--- config.mk ---
export PLATFORM = sky130hd
export DESIGN_NAME = ca_scan
export DESIGN_NICKNAME = d
export VERILOG_FILES = /design/src/rtl/ca_scan.sv
export SDC_FILE = /design/constraint.sdc
export NUM_CORES = 1
export LEC_CHECK = 0
export ABC_AREA = 1
export BUFFER_PORTS_ARGS = -buffer_cell sky130_fd_sc_hd__clkbuf_2
export CAP_MARGIN = 20
export CORE_MARGIN = 1.5
export CORE_UTILIZATION = 49
export CTS_BUF_LIST = sky130_fd_sc_hd__clkbuf_16
export DETAILED_ROUTE_END_ITERATION = 8
export PLACE_DENSITY = 0.64
export RECOVER_POWER = 50
export SKIP_LAST_GASP = 1
export SLEW_MARGIN = 20
export SYNTH_ARGS = -nofsm -noshare
export SYNTH_HDL_FRONTEND = slang
export SYNTH_SLANG_ARGS = --single-unit
export TNS_END_PERCENT = 50
--- constraint.sdc ---
create_clock -name clk -period 5.45 [get_ports clk]
set_input_delay 0.545 -clock clk [delete_from_list [all_inputs] [get_ports clk]]
set_output_delay 0.545 -clock clk [all_outputs]
set_load 0.03 [all_outputs]
--- src/rtl/ca_scan.sv ---
// ca_scan: reads one generation row from the shared row memory and
// serializes it LSB-first, one pixel per active clock.
module ca_scan #(
    parameter int unsigned WORDS = 80,
    parameter int unsigned AW    = 8
) (
    input  logic          clk,
    input  logic          rst,
    input  logic          line_start_i,
    input  logic [AW-1:0] base_i,
    input  logic          active_i,
    output logic          read_o,
    output logic [AW-1:0] raddr_o,
    input  logic [15:0]   rdata_i,
    output logic          pixel_o,
    output logic          de_o,
    output logic          underrun_o
);

    localparam int unsigned CW = $clog2(WORDS + 1);

    typedef enum logic [2:0] {
        S_IDLE,
        S_PRIME0,
        S_PRIME1,
        S_RUN,
        S_DONE
    } state_t;

    state_t          state_q, state_d;
    logic [15:0]     sreg_q, sreg_d;
    logic [15:0]     hold_q, hold_d;
    logic            hold_v_q, hold_v_d;
    logic            first_q, first_d;    // next returning word belongs in sreg
    logic            rvalid_q, rvalid_d;  // rdata carries a word for this line
    logic [3:0]      bit_q, bit_d;
    logic [CW-1:0]   word_q, word_d;
    logic [CW-1:0]   fetch_q, fetch_d;
    logic [AW-1:0]   base_q, base_d;
    logic            read_q, read_d;
    logic [AW-1:0]   raddr_q, raddr_d;
    logic            pixel_q, pixel_d;
    logic            de_q, de_d;
    logic            underrun_q, underrun_d;

    logic            consume_c;
    logic            word_end_c;
    logic            last_word_c;

    // Pixel consumption qualifiers shared by next-state and output logic
    always_comb begin
        consume_c   = (state_q == S_RUN) && active_i && !line_start_i;
        word_end_c  = consume_c && (bit_q == 4'd15);
        last_word_c = word_end_c && (word_q == CW'(WORDS - 1));
    end

    // State register
    always_ff @(posedge clk or posedge rst) begin
        if (rst) begin
            state_q <= S_IDLE;
        end else begin
            state_q <= state_d;
        end
    end

    // Next-state logic; line_start restarts priming from any state
    always_comb begin
        state_d = state_q;
        if (line_start_i) begin
            state_d = S_PRIME0;
        end else begin
            case (state_q)
                S_PRIME0: state_d = S_PRIME1;
                S_PRIME1: if (rvalid_q && !first_q) state_d = S_RUN;
                S_RUN:    if (last_word_c) state_d = S_DONE;
                default:  state_d = state_q;
            endcase
        end
    end

    // Datapath and registered-output next values
    always_comb begin
        sreg_d     = sreg_q;
        hold_d     = hold_q;
        hold_v_d   = hold_v_q;
        first_d    = first_q;
        rvalid_d   = read_q;
        bit_d      = bit_q;
        word_d     = word_q;
        fetch_d    = fetch_q;
        base_d     = base_q;
        read_d     = 1'b0;
        raddr_d    = raddr_q;
        pixel_d    = 1'b0;
        de_d       = active_i;
        underrun_d = active_i &&
                     (state_q inside {S_IDLE, S_PRIME0, S_PRIME1});

        if (line_start_i) begin
            // Abort: drop buffered words and any read still in flight
            base_d   = base_i;
            read_d   = 1'b1;
            raddr_d  = base_i;
            fetch_d  = CW'(1);
            word_d   = '0;
            bit_d    = '0;
            sreg_d   = '0;
            hold_d   = '0;
            hold_v_d = 1'b0;
            first_d  = 1'b1;
            rvalid_d = 1'b0;
        end else begin
            if (rvalid_q) begin
                if (first_q) begin
                    sreg_d  = rdata_i;
                    first_d = 1'b0;
                end else begin
                    hold_d   = rdata_i;
                    hold_v_d = 1'b1;
                end
            end

            case (state_q)
                S_PRIME0: begin
                    read_d  = 1'b1;
                    raddr_d = base_q + AW'(fetch_q);
                    fetch_d = fetch_q + CW'(1);
                end
                S_RUN: begin
                    if (consume_c) begin
                        pixel_d = sreg_q[0];
                        sreg_d  = {1'b0, sreg_q[15:1]};
                        bit_d   = bit_q + 4'd1;
                        if (word_end_c) begin
                            sreg_d   = hold_v_q ? hold_q : 16'h0000;
                            hold_v_d = 1'b0;
                            word_d   = word_q + CW'(1);
                            if (fetch_q < CW'(WORDS)) begin
                                read_d  = 1'b1;
                                raddr_d = base_q + AW'(fetch_q);
                                fetch_d = fetch_q + CW'(1);
                            end
                        end
                    end
                end
                default: begin
                end
            endcase
        end
    end

    // Datapath and output registers
    always_ff @(posedge clk or posedge rst) begin
        if (rst) begin
            sreg_q     <= '0;
            hold_q     <= '0;
            hold_v_q   <= 1'b0;
            first_q    <= 1'b0;
            rvalid_q   <= 1'b0;
            bit_q      <= '0;
            word_q     <= '0;
            fetch_q    <= '0;
            base_q     <= '0;
            read_q     <= 1'b0;
            raddr_q    <= '0;
            pixel_q    <= 1'b0;
            de_q       <= 1'b0;
            underrun_q <= 1'b0;
        end else begin
            sreg_q     <= sreg_d;
            hold_q     <= hold_d;
            hold_v_q   <= hold_v_d;
            first_q    <= first_d;
            rvalid_q   <= rvalid_d;
            bit_q      <= bit_d;
            word_q     <= word_d;
            fetch_q    <= fetch_d;
            base_q     <= base_d;
            read_q     <= read_d;
            raddr_q    <= raddr_d;
            pixel_q    <= pixel_d;
            de_q       <= de_d;
            underrun_q <= underrun_d;
        end
    end

    assign read_o     = read_q;
    assign raddr_o    = raddr_q;
    assign pixel_o    = pixel_q;
    assign de_o       = de_q;
    assign underrun_o = underrun_q;

endmodule

==> metrics.md, run 1 <==
| Metric | Value |
|---|---|
| Status | `complete, no violations` |
| Final Setup Violations | `0` |
| Period minus WS final | `2877 ps` |
| WS Path Type | `in -> reg` |
| Clock sink count | `76` |
| Fin. Hold Viols | `0` |
| Slew Limit Headroom | `32.07%` |
| Die ar. | `8680 um2` |
| Largest vdd supply drop | `0.1610 mV` |
| Fmax achieved | `347.6 MHz` |
| Final nets | `565` |
| Global Route Usage Sum | `21.01%` |
| TritonCTS clock tree | `yes` |
| Root Buffer | `clkbuf_16` |
| Share of cells above drive strength 1 | `12.43%` |
| Fillers | `746` |
| Crit path capture type | `register` |
| MaxCap Viol Count | `0` |
| Most frequent cell after synthesis | `nand2_1` |
| Drt wl/cell | `13.56 um` |
| Global-route wire length before repair | `14480 um` |
| Initial DRT Pass Iterations | `4` |
| CTS buffer count | `9` |
| Hpwl dp | `5533 um` |
| Core area | `7807 um2` |
| Hold_buf cts | `0` |
| H-Tree Depth | `3` |
| Post-synth cell types | `36` |
| Worst-path clk slew | `50 ps` |
| Worst-Margin Slew | `1019 ps` |
| Largest net degree at the start of global routing | `77` |
| RSZ-0062 raised after global routing | `false` |
| Critical Path Most Common Cell | `nand2_1` |
| CP Cell Sequence | `clkbuf_1 > inv_1 > buf_4 > nand2_1 > o21ai_2 > nand2_4 > inv_1 > nand2_1 > nand2_1` |
| CP required | `5670 ps` |
| Post-CTS resize count | `0` |
| WL final | `8581 um` |
| P per Cell Area | `361.9 nW/um2` |
| CP arrival | `3090 ps` |
| Iteration-0 DRC Markers | `259` |
| # Post-CTS Setup Buffers | `0` |
| Routed via count | `3331` |
| Crit path largest cell delay | `730 ps` |
| Vias in the first global route | `3193` |
| I/O Buffers | `39` |
| Vias/cell | `5.262` |
| Post-synth top flop | `dfrtp_1` |
| Initial antenna violation count | `0` |
| Worst Hold Class | `in -> reg` |
| Yosys warning total | `0` |
| Slew Limit Fails | `0` |
| Die width | `93.17 um` |
| Routability cong. | `0.8755` |
| Std cell rows | `32` |
| Register bit total from synthesis | `76` |
| Reg area | `1902 um2` |
| Synth area leader | `dfrtp_1` |
| Min Hold Slack | `376.5 ps` |
| Syn Nets | `535` |
| Post-route ant nets | `0` |
| Grt total ovfl | `0` |
| Initial Util | `51.03%` |
| Crit share post-route | `52.79%` |
| Startpoint Class | `input pin` |
| Die Ht | `93.17 um` |
| Antenna diodes | `0` |
| Multi-input gate area | `1717 um2` |
| Gate Count Post-Synth | `496` |
| Clock Tree Buf Depth | `2` |
| CP max stage cell | `clkbuf_1` |
| Top cells by count, synth | `nand2_1 (112), dfrtp_1 (76), o21ai_0 (74)` |
| Post-synth ARST share | `100.0%` |
| Area contributors post-synth | `dfrtp_1 (48%), nand2_1 (11%), o21ai_0 (9.3%)` |
| Clk_lat worst skew | `330 ps` |
| Area Overhead vs Synth | `12.00%` |
| Post-route DRC | `0` |
| P_leak | `2.196 nW` |
| Max Clock Skew | `8.150 ps` |
| Register area share after synthesis | `47.74%` |
| Max Fanout on Critical Path | `38` |
| Total Neg Setup Slack | `0 ps` |
| IO Count | `40` |
| Syn Area/Cell | `8.032 um2` |
| Post-Syn Area | `3984 um2` |
| Post-synth top area share | `47.74%` |
| Number of synthesized flops with an enable pin | `0` |
==> per-layer routing <==
layer | GRT usage (%) | vias to the layer above | wire length, um
met5 | 0 | - | 0
li1 | - | 1691 | -
met2 | 34.31 | 66 | 4052
met1 | 27.85 | 1564 | 4098
met3 | 4.472 | 10 | 332
met4 | 6.818 | 0 | 98
==> final cells by class <==
cell class | count | area share (%)
sequential | 76 | 42.62
clock inverter | 7 | 0.8132
inverter | 66 | 5.580
multi-input combinational | 332 | 38.47
tap | 102 | 2.860
clock buffer | 9 | 5.048
timing repair buffer | 41 | 4.599
==> critical path, delay by kind of cell <==
kind	cells	cell delay, ps
and+or+nand+nor	4	560
buffers and inverters	4	1880
AOI/OAI and AO/OA	1	90
==> cells in the final DEF (no fill, tap or decap), drive strengths merged <==
cell type  netlist  final
nand2          118    118
o21ai           79     79
dfrtp           76     76
inv             66     67
clkbuf          12     48
nand3           47     47
nor2            26     26
a21oi           18     18
o22ai           14     14
ha              10     10
nand4            7      7
clkinvlp         0      3
clkinv           0      3
o21a             2      2
a21boi           2      2
xor2             2      2
buf             10      2
nor3             1      1
a31oi            1      1
nand3b           1      1
o211ai           1      1
o31ai            1      1
xnor2            1      1
fa               1      1
==> cell families (layout without fill, tap and decap cells) <==
logic type / count (synthesis) / after routing / share of synthesized area, %
flops: 76 / 76 / 47.74
fa+ha+maj: 11 / 11 / 3.643
xor+xnor: 3 / 3 / 0.6597
buf+inv: 88 / 123 / 9.171
simple gates: 200 / 200 / 22.83
compound gates: 118 / 118 / 15.95
==> metrics by stage <==
stage                     util (%)  cells  worst slack (ps)  total power [mW]  area [um2]
after global routing         57.15    633              2324             1.713        4462
after global placement       53.86    617              2967             1.090        4205
after floorplan                  -    496              2967             1.003        3984
final                        57.15    633              2573             1.615        4462
after CTS                    57.21    633              3204             1.628        4467
after detailed placement     53.86    617              2872             1.097        4205
==> registers in the layout, indices dropped and copies added, names as in the netlist, 3 cells and up <==
signal	cells
base_q	8
bit_q	4
fetch_q	7
hold_q	16
raddr_o	8
sreg_q	16
state_q	3
word_q	7
==> final timing paths <==
check	end	depth (start not counted)	slack (ps)	from
max	raddr_o[4]	9	2570	line_start_i
min	de_o	1	380	active_i
max reg2reg	word_q[4]	8	3320	bit_q[0]
min reg2reg	raddr_o[1]	2	470	raddr_o[1]
max in group asynchronous	word_q[6]	3	4320	rst
min in group asynchronous	hold_q[9]	3	520	rst
==> where the power goes <==
group | switching [mW] | internal (mW)
logic | 0.270 | 0.120
clock network | 0.227 | 0.301
registers | 0.0550 | 0.640
total | 0.552 | 1.06
No activity file was read; power rests on OpenSTA's default activity.
==> run 2, diff against run 1 <==
--- a/config.mk
+++ b/config.mk
@@ -5,14 +5,14 @@
 export SDC_FILE = /design/constraint.sdc
 export NUM_CORES = 1
 export LEC_CHECK = 0
-export ABC_AREA = 1
+export ABC_AREA = 0
 export BUFFER_PORTS_ARGS = -buffer_cell sky130_fd_sc_hd__clkbuf_2
 export CAP_MARGIN = 20
 export CORE_MARGIN = 1.5
 export CORE_UTILIZATION = 49
 export CTS_BUF_LIST = sky130_fd_sc_hd__clkbuf_16
 export DETAILED_ROUTE_END_ITERATION = 8
-export PLACE_DENSITY = 0.64
+export PLACE_DENSITY = 0.67
 export RECOVER_POWER = 50
 export SKIP_LAST_GASP = 1
 export SLEW_MARGIN = 20
==> constraint.sdc (replaced) <==
create_clock -name clk -period 2.6 [get_ports clk]
set_input_delay 0.26 -clock clk [delete_from_list [all_inputs] [get_ports clk]]
set_output_delay 0.26 -clock clk [all_outputs]
set_load 0.03 [all_outputs]
==> metrics.md, run 2 <==
| Metric | Value |
|---|---|
| Crit share post-route | `78.52%` |
| Core area | `7647 um2 (-2.1%)` |
| Leading cell type in the layout, fill and taps excluded | `dfrtp_1` |
| H-Tree Depth | `3 (unchanged)` |
| # Post-CTS Setup Buffers | `0 (unchanged)` |
| Post-synth cell types | `47 (+31%)` |
| Worst-Margin Slew | `1815 ps (+796.2 ps)` |
| Area Overhead vs Synth | `14.16%` |
| Register bit total from synthesis | `76 (unchanged)` |
| Placement Cell Area | `4120 um2 (-2.0%)` |
| Commonest cells after routing, fill and taps aside | `dfrtp_1 (76), nand2_1 (65), clkbuf_2 (36), a21oi_1 (30), nor2_1 (27)` |
| Iteration-0 DRC Markers | `233 (-10%)` |
| Int Power | `2.048 mW (+93%)` |
| Clock share of power | `39.6% (+6.8 points)` |
| Clock sink count | `76 (unchanged)` |
| Final Setup Violations | `0 (unchanged)` |
| Initial DRT Pass Iterations | `4 (unchanged)` |
| Die ar. | `8366 um2 (-3.6%)` |
| Max Clock Skew | `6.483 ps (-1.667 ps)` |
| Crit path capture type | `register` |
| Syn Area/Cell | `9.563 um2 (+19%)` |
| Crit path launch | `fetch_q[0]` |
| I/O Buffers | `39 (unchanged)` |
| Worst r2r path cells | `8 (unchanged)` |
| TritonCTS clock tree | `yes` |
| Post-CTS resize count | `0 (unchanged)` |
| Routability cong. | `0.9254 (+5.7%)` |
| Vias/cell | `5.592 (+6.3%)` |
| P per Cell Area | `650.7 nW/um2 (+80%)` |
| Initial Util | `50.15% (-0.88 points)` |
| Multi-input gate area | `1763 um2 (+2.7%)` |
| Grt total ovfl | `0 (unchanged)` |
| Drt wl/cell | `15.44 um (+14%)` |
| Gate Count Post-Synth | `401 (-19%)` |
| Clk_lat worst skew | `330 ps (about the same)` |
| Clock Tree Buf Depth | `2 (unchanged)` |
| Placed cell count | `526 (-15%)` |
| Hold_buf cts | `0 (unchanged)` |
| Final Worst Setup Slack | `558.4 ps (-2015 ps)` |
| IO Count | `40 (unchanged)` |
| Syn Nets | `440 (-18%)` |
| Initial antenna violation count | `0 (unchanged)` |
| Final non-filler cell total | `542 (-14%)` |
| Post-synthesis compound-gate area fraction | `15.40% (-0.56 points)` |
| Total power | `2.849 mW (+76%)` |
| Most frequent cell after synthesis | `dfrtp_1` |
| Die Ht | `91.47 um (-1.8%)` |
| Final core occ | `57.25% (+0.10 points)` |
| Largest family of logic cells by synthesized area | `simple AND/OR/NAND/NOR gates` |
| Top cells by count, synth | `dfrtp_1 (76), nand2_1 (65), a21oi_1 (30)` |
| Largest net degree at the start of global routing | `42 (-45%)` |
| Synth area leader | `dfrtp_1` |
| Simple-gate area share of the yosys netlist | `19.67% (-3.2 points)` |
| Reg area | `1902 um2 (unchanged)` |
| Post-route ant nets | `0 (unchanged)` |
| Fin. Hold Viols | `0 (unchanged)` |
| Startpoint Class | `register` |
| CP Capture Point | `raddr_o[6]` |
| Setup slack, reg-to-reg | `560 ps (-2760 ps)` |
| Post-synth ARST share | `100.0% (unchanged)` |
| R2r endpoint | `raddr_o[6]` |
| CP arrival | `2250 ps (-840 ps)` |
| Post-Syn Area | `3835 um2 (-3.7%)` |
| Place WS | `587.1 ps (-2285 ps)` |
| Std cell rows | `32 (unchanged)` |
| Global-route wire length before repair | `14600 um (+0.81%)` |
| RSZ-0062 raised after global routing | `false` |
| Net Sw Power | `0.8001 mW (+45%)` |
| Biggest regs | `hold_q: 16 flops, sreg_q: 16 flops` |
| Fmax achieved | `489.8 MHz` |
| Max Fanout on Critical Path | `5 (-87%)` |
| Share of cells above drive strength 1 | `16.82% (+4.4 points)` |
| WL final | `8369 um (-2.5%)` |
| Post-synth top area share | `49.59% (+1.9 points)` |
| Hpwl dp | `5550 um (+0.31%)` |
| Number of synthesized flops with an enable pin | `0 (unchanged)` |
| Post-synth top flop | `dfrtp_1` |
| P_leak | `1.957 nW (-11%)` |
| Total Neg Setup Slack | `0 ps (unchanged)` |
| Vias in the first global route | `3057 (-4.3%)` |
| Adder-cell share of the synthesized area | `3.785% (+0.14 points)` |
| Failing checks | `max-capacitance violations, max-slew violations` |
| Post-route DRC | `0 (unchanged)` |
| Worst reg2reg startpoint | `fetch_q[0]` |
| Slew Limit Headroom | `-21.67% (-54 points)` |
| Antenna diodes | `0 (unchanged)` |
| MaxCap Viol Count | `1 (+1)` |
| CP required | `2810 ps (-2860 ps)` |
| WS Path Type | `reg -> reg` |
| Min Hold Slack | `83.44 ps (-293.1 ps)` |
| Largest vdd supply drop | `0.3109 mV (+93%)` |
| Flop pwr share | `46.3% (+3.2 points)` |
| Register area share after synthesis | `49.59% (+1.9 points)` |
| Die width | `91.47 um (-1.8%)` |
| Fillers | `691 (-7.4%)` |
| Status | `finished, violations left` |
| Root Buffer | `clkbuf_16` |
| Routed via count | `3031 (-9.0%)` |
| Yosys warning total | `0 (unchanged)` |
| Period minus WS final | `2042 ps` |
| Mux cell area share after synthesis | `2.545% (+2.5 points)` |
| Sw Share | `28.09% (-6.1 points)` |
| Worst-path clk slew | `60 ps (about the same)` |
| Final instance area | `4378 um2 (-1.9%)` |
| CTS buffer count | `9 (unchanged)` |
| Final nets | `474 (-16%)` |
| Comb pwr share | `14.1% (-10 points)` |
| Global Route Usage Sum | `22.15% (+1.1 points)` |
| Slew Limit Fails | `42 (+42)` |
| Post-synthesis xor/xnor area fraction | `4.568% (+3.9 points)` |
| Area contributors post-synth | `dfrtp_1 (50%), nand2_1 (6.4%), a21oi_1 (3.9%)` |
| Worst Hold Class | `in -> reg` |
==> run 2: final cells by class <==
cell class,instances,share of cell area [%]
well taps,102,2.915
clock buffers,9,5.144
repair buffers,51,6.259
multi-input cells,286,40.27
clock inverters,7,1.000
flip-flops and latches,76,43.44
inverters,11,0.9717
==> run 2: worst max-delay path, stage by stage (launching register included) <==
cell and delay, ps:
dfrtp_1 430, ha_1 210, inv_1 60, fa_1 400, nor2b_1 180, o221ai_1 180
mux2i_1 150, o31ai_1 230, a21oi_1 90
==> run 2: worst min-delay path by stage <==
stage	startpoint	to	slack (ps)	cells past startpoint
2_1_floorplan	active_i	de_o	290	0
3_3_place_gp	rst	raddr_o[2]	380	2
3_5_place_dp	rst	base_q[7]	390	2
4_1_cts	rst	base_q[7]	30	2
5_1_grt	active_i	de_o	100	1
6_report	active_i	de_o	80	1
==> run 2: power by group through the flow <==
stage / clock, mW / combinational (mW) / sequential [mW]
global placement: 0 / 0.399 / 1.34
CTS: 1.15 / 0.408 / 1.32
floorplan: 0 / 0.257 / 1.36
global route: 1.19 / 0.453 / 1.33
finish: 1.13 / 0.401 / 1.32
detailed placement: 0 / 0.406 / 1.34
==> run 2: kinds of logic after synthesis <==
family / count (synthesis)
simple gates: 158
compound gates: 88
flops: 76
buf+inv: 39
xor+xnor: 20
fa+ha+maj: 11
mux: 9
==> run 2: layer usage <==
layer | vias to the layer above | global-route usage (%) | share of wire [%]
li1 | 1480 | - | -
met1 | 1458 | 29.93 | 46
met2 | 78 | 35.26 | 48
met3 | 15 | 3.266 | 3.8
met4 | 0 | 9.896 | 2.0
met5 | - | 0 | 0
==> run 3, diff against run 2 <==
==> constraint.sdc (replaced) <==
create_clock -name clk -period 1.8 [get_ports clk]
set_input_delay 0.18 -clock clk [delete_from_list [all_inputs] [get_ports clk]]
set_output_delay 0.18 -clock clk [all_outputs]
set_load 0.03 [all_outputs]
==> metrics.md, run 3 (synthesis gave the netlist of run 2 again) <==
| Metric | Value |
|---|---|
| Iteration-0 DRC Markers | `115 (-51%)` |
| Initial antenna violation count | `0 (unchanged)` |
| Initial Util | `50.15% (unchanged)` |
| Final Worst Setup Slack | `-14.42 ps (-572.8 ps)` |
| H-Tree Depth | `3 (unchanged)` |
| Leading cell type in the layout, fill and taps excluded | `dfrtp_1` |
| Routability cong. | `0.8514 (-8.0%)` |
| Worst r2r path cells | `8 (unchanged)` |
| MaxCap Viol Count | `0 (-1)` |
| Post-route DRC | `0 (unchanged)` |
| Status | `finished, violations left` |
| Grt total ovfl | `0 (unchanged)` |
| Reg area | `1902 um2 (unchanged)` |
| Total power | `4.595 mW (+61%)` |
| Fillers | `678 (-1.9%)` |
| CTS buffer count | `9 (unchanged)` |
| WS Path Type | `reg -> reg` |
| Core area | `7647 um2 (unchanged)` |
| Total Neg Setup Slack | `-14.42 ps (-14.42 ps)` |
| Global-route wire length before repair | `14710 um (+0.75%)` |
| WL final | `8373 um (about the same)` |
| Clock Tree Buf Depth | `2 (unchanged)` |
| RSZ-0062 raised after global routing | `true` |
| Crit share post-route | `100.8% (+22 points)` |
| Crit path capture type | `register` |
| Share of cells above drive strength 1 | `18.46% (+1.6 points)` |
| Area Overhead vs Synth | `19.87%` |
| Fmax achieved | `551.1 MHz (+13%)` |
| TritonCTS clock tree | `yes` |
| Failing checks | `negative setup slack` |
| Commonest cells after routing, fill and taps aside | `dfrtp_1 (76), nand2_1 (65), a21oi_1 (29), nor2_1 (27), clkbuf_2 (27)` |
| Hold EP | `hold_q[9]` |
| Startpoint Class | `register` |
| Global Route Usage Sum | `22.19% (+0.038 points)` |
| Multi-input gate area | `1797 um2 (+1.9%)` |
| Die Ht | `91.47 um (unchanged)` |
| Largest net degree at the start of global routing | `40 (-4.8%)` |
| Drt wl/cell | `15.03 um (-2.6%)` |
| R2r endpoint | `raddr_o[6]` |
| Vias in the first global route | `3122 (+2.1%)` |
| Hold Crit Depth | `3 (+2)` |
| Die ar. | `8366 um2 (unchanged)` |
| Period minus WS final | `1814 ps (-227.2 ps)` |
| Die width | `91.47 um (unchanged)` |
| Initial DRT Pass Iterations | `4 (unchanged)` |
| Worst-Margin Slew | `645.7 ps (-1169 ps)` |
| Final Setup Violations | `1 (+1)` |
| I/O Buffers | `39 (unchanged)` |
| Final nets | `489 (+3.2%)` |
| Slew Limit Headroom | `56.95% (+79 points)` |
| Max Fanout on Critical Path | `2 (-3)` |
| Worst reg2reg startpoint | `base_q[0]` |
| CP required | `2010 ps (-800 ps)` |
| Std cell rows | `32 (unchanged)` |
| Post-route ant nets | `0 (unchanged)` |
| P per Cell Area | `999.6 nW/um2 (+54%)` |
| Routed via count | `3133 (+3.4%)` |
| Setup slack, reg-to-reg | `-10 ps (-570 ps)` |
| CP arrival | `2030 ps (-220 ps)` |
| Root Buffer | `clkbuf_16` |
| Clk_lat worst skew | `330 ps (about the same)` |
| Worst Hold Class | `in -> reg` |
| Place WS | `-138.0 ps (-725.1 ps)` |
| IO Count | `40 (unchanged)` |
| Largest vdd supply drop | `0.6229 mV (+100%)` |
| Clock sink count | `76 (unchanged)` |
| Biggest regs | `hold_q: 16 flops, sreg_q: 16 flops` |
| Vias/cell | `5.625 (+0.58%)` |
| Hold Path Origin | `rdata_i[9]` |
| Antenna diodes | `0 (unchanged)` |
| Worst-path clk slew | `60 ps (about the same)` |
| P_leak | `2.046 nW (+4.5%)` |
| Max Clock Skew | `5.891 ps (-0.5917 ps)` |
| Slew Limit Fails | `0 (-100%)` |
| Fin. Hold Viols | `0 (unchanged)` |
| Hpwl dp | `5634 um (+1.5%)` |
-- run 3: worst max path at each step --
| stage | start | to | slack, ps | cells past startpoint |
|---|---|---|---|---|
| finish | base_q[0] | raddr_o[6] | -10 | 8 |
| global route | fetch_q[1] | raddr_o[7] | -100 | 7 |
| CTS | base_q[0] | raddr_o[6] | -10 | 8 |
| detailed placement | fetch_q[0] | raddr_o[6] | -140 | 8 |
| global placement | fetch_q[0] | raddr_o[6] | -40 | 8 |
| floorplan | fetch_q[0] | raddr_o[6] | -50 | 8 |
-- run 3: where the power goes --
group	switching, mW	leakage [nW]	internal (mW)
clock	0.707	0.163	1.35
sequential	0.0787	0.994	1.82
combinational	0.386	0.889	0.255
total	1.17	2.05	3.42
-- run 3: metal layers --
metal	track usage [%]	share of wire [%]	wire length [um]	vias to the layer above
li1	-	-	-	1516
met1	28.73	46	3851	1535
met2	36.94	49	4080	67
met3	3.434	3.2	266	15
met4	9.245	2.1	175	0
met5	0	0	0	-
-- run 3: worst max-delay path: stages, from the launching register on --
cell      delay [ps]
dfrtp_1          360
ha_2             190
inv_1             60
fa_2             360
nor2b_4          130
o221ai_2         100
mux2i_1          140
o31ai_1          260
a21oi_1          100
-- run 3: area by class of cell --
class	instances	share of cell area [%]
clock inverters	7	2.504
multi-input cells	286	39.09
clock buffers	9	4.899
well taps	102	2.776
inverters	11	0.9799
repair buffers	66	8.383
flip-flops and latches	76	41.37
-- run 3: metrics by stage --
step                      utilization [%]  hold slack, ps  instance area (um2)  instances
after floorplan                         -           211.4                 3839        401
after global placement              55.38           294.2                 4235        536
after detailed placement            55.38           305.4                 4235        536
after CTS                           60.37           64.86                 4617        555
after global routing                60.11           75.36                 4597        557
final                               60.11           68.43                 4597        557
-- run 3: repair_timing --
item,CTS,global route
pin swaps,3,2
hold buffers,2,0
endpoints found under the hold margin,27,0
resized for setup,4,5
endpoints found under the setup margin,2,15
setup buffers,1,2
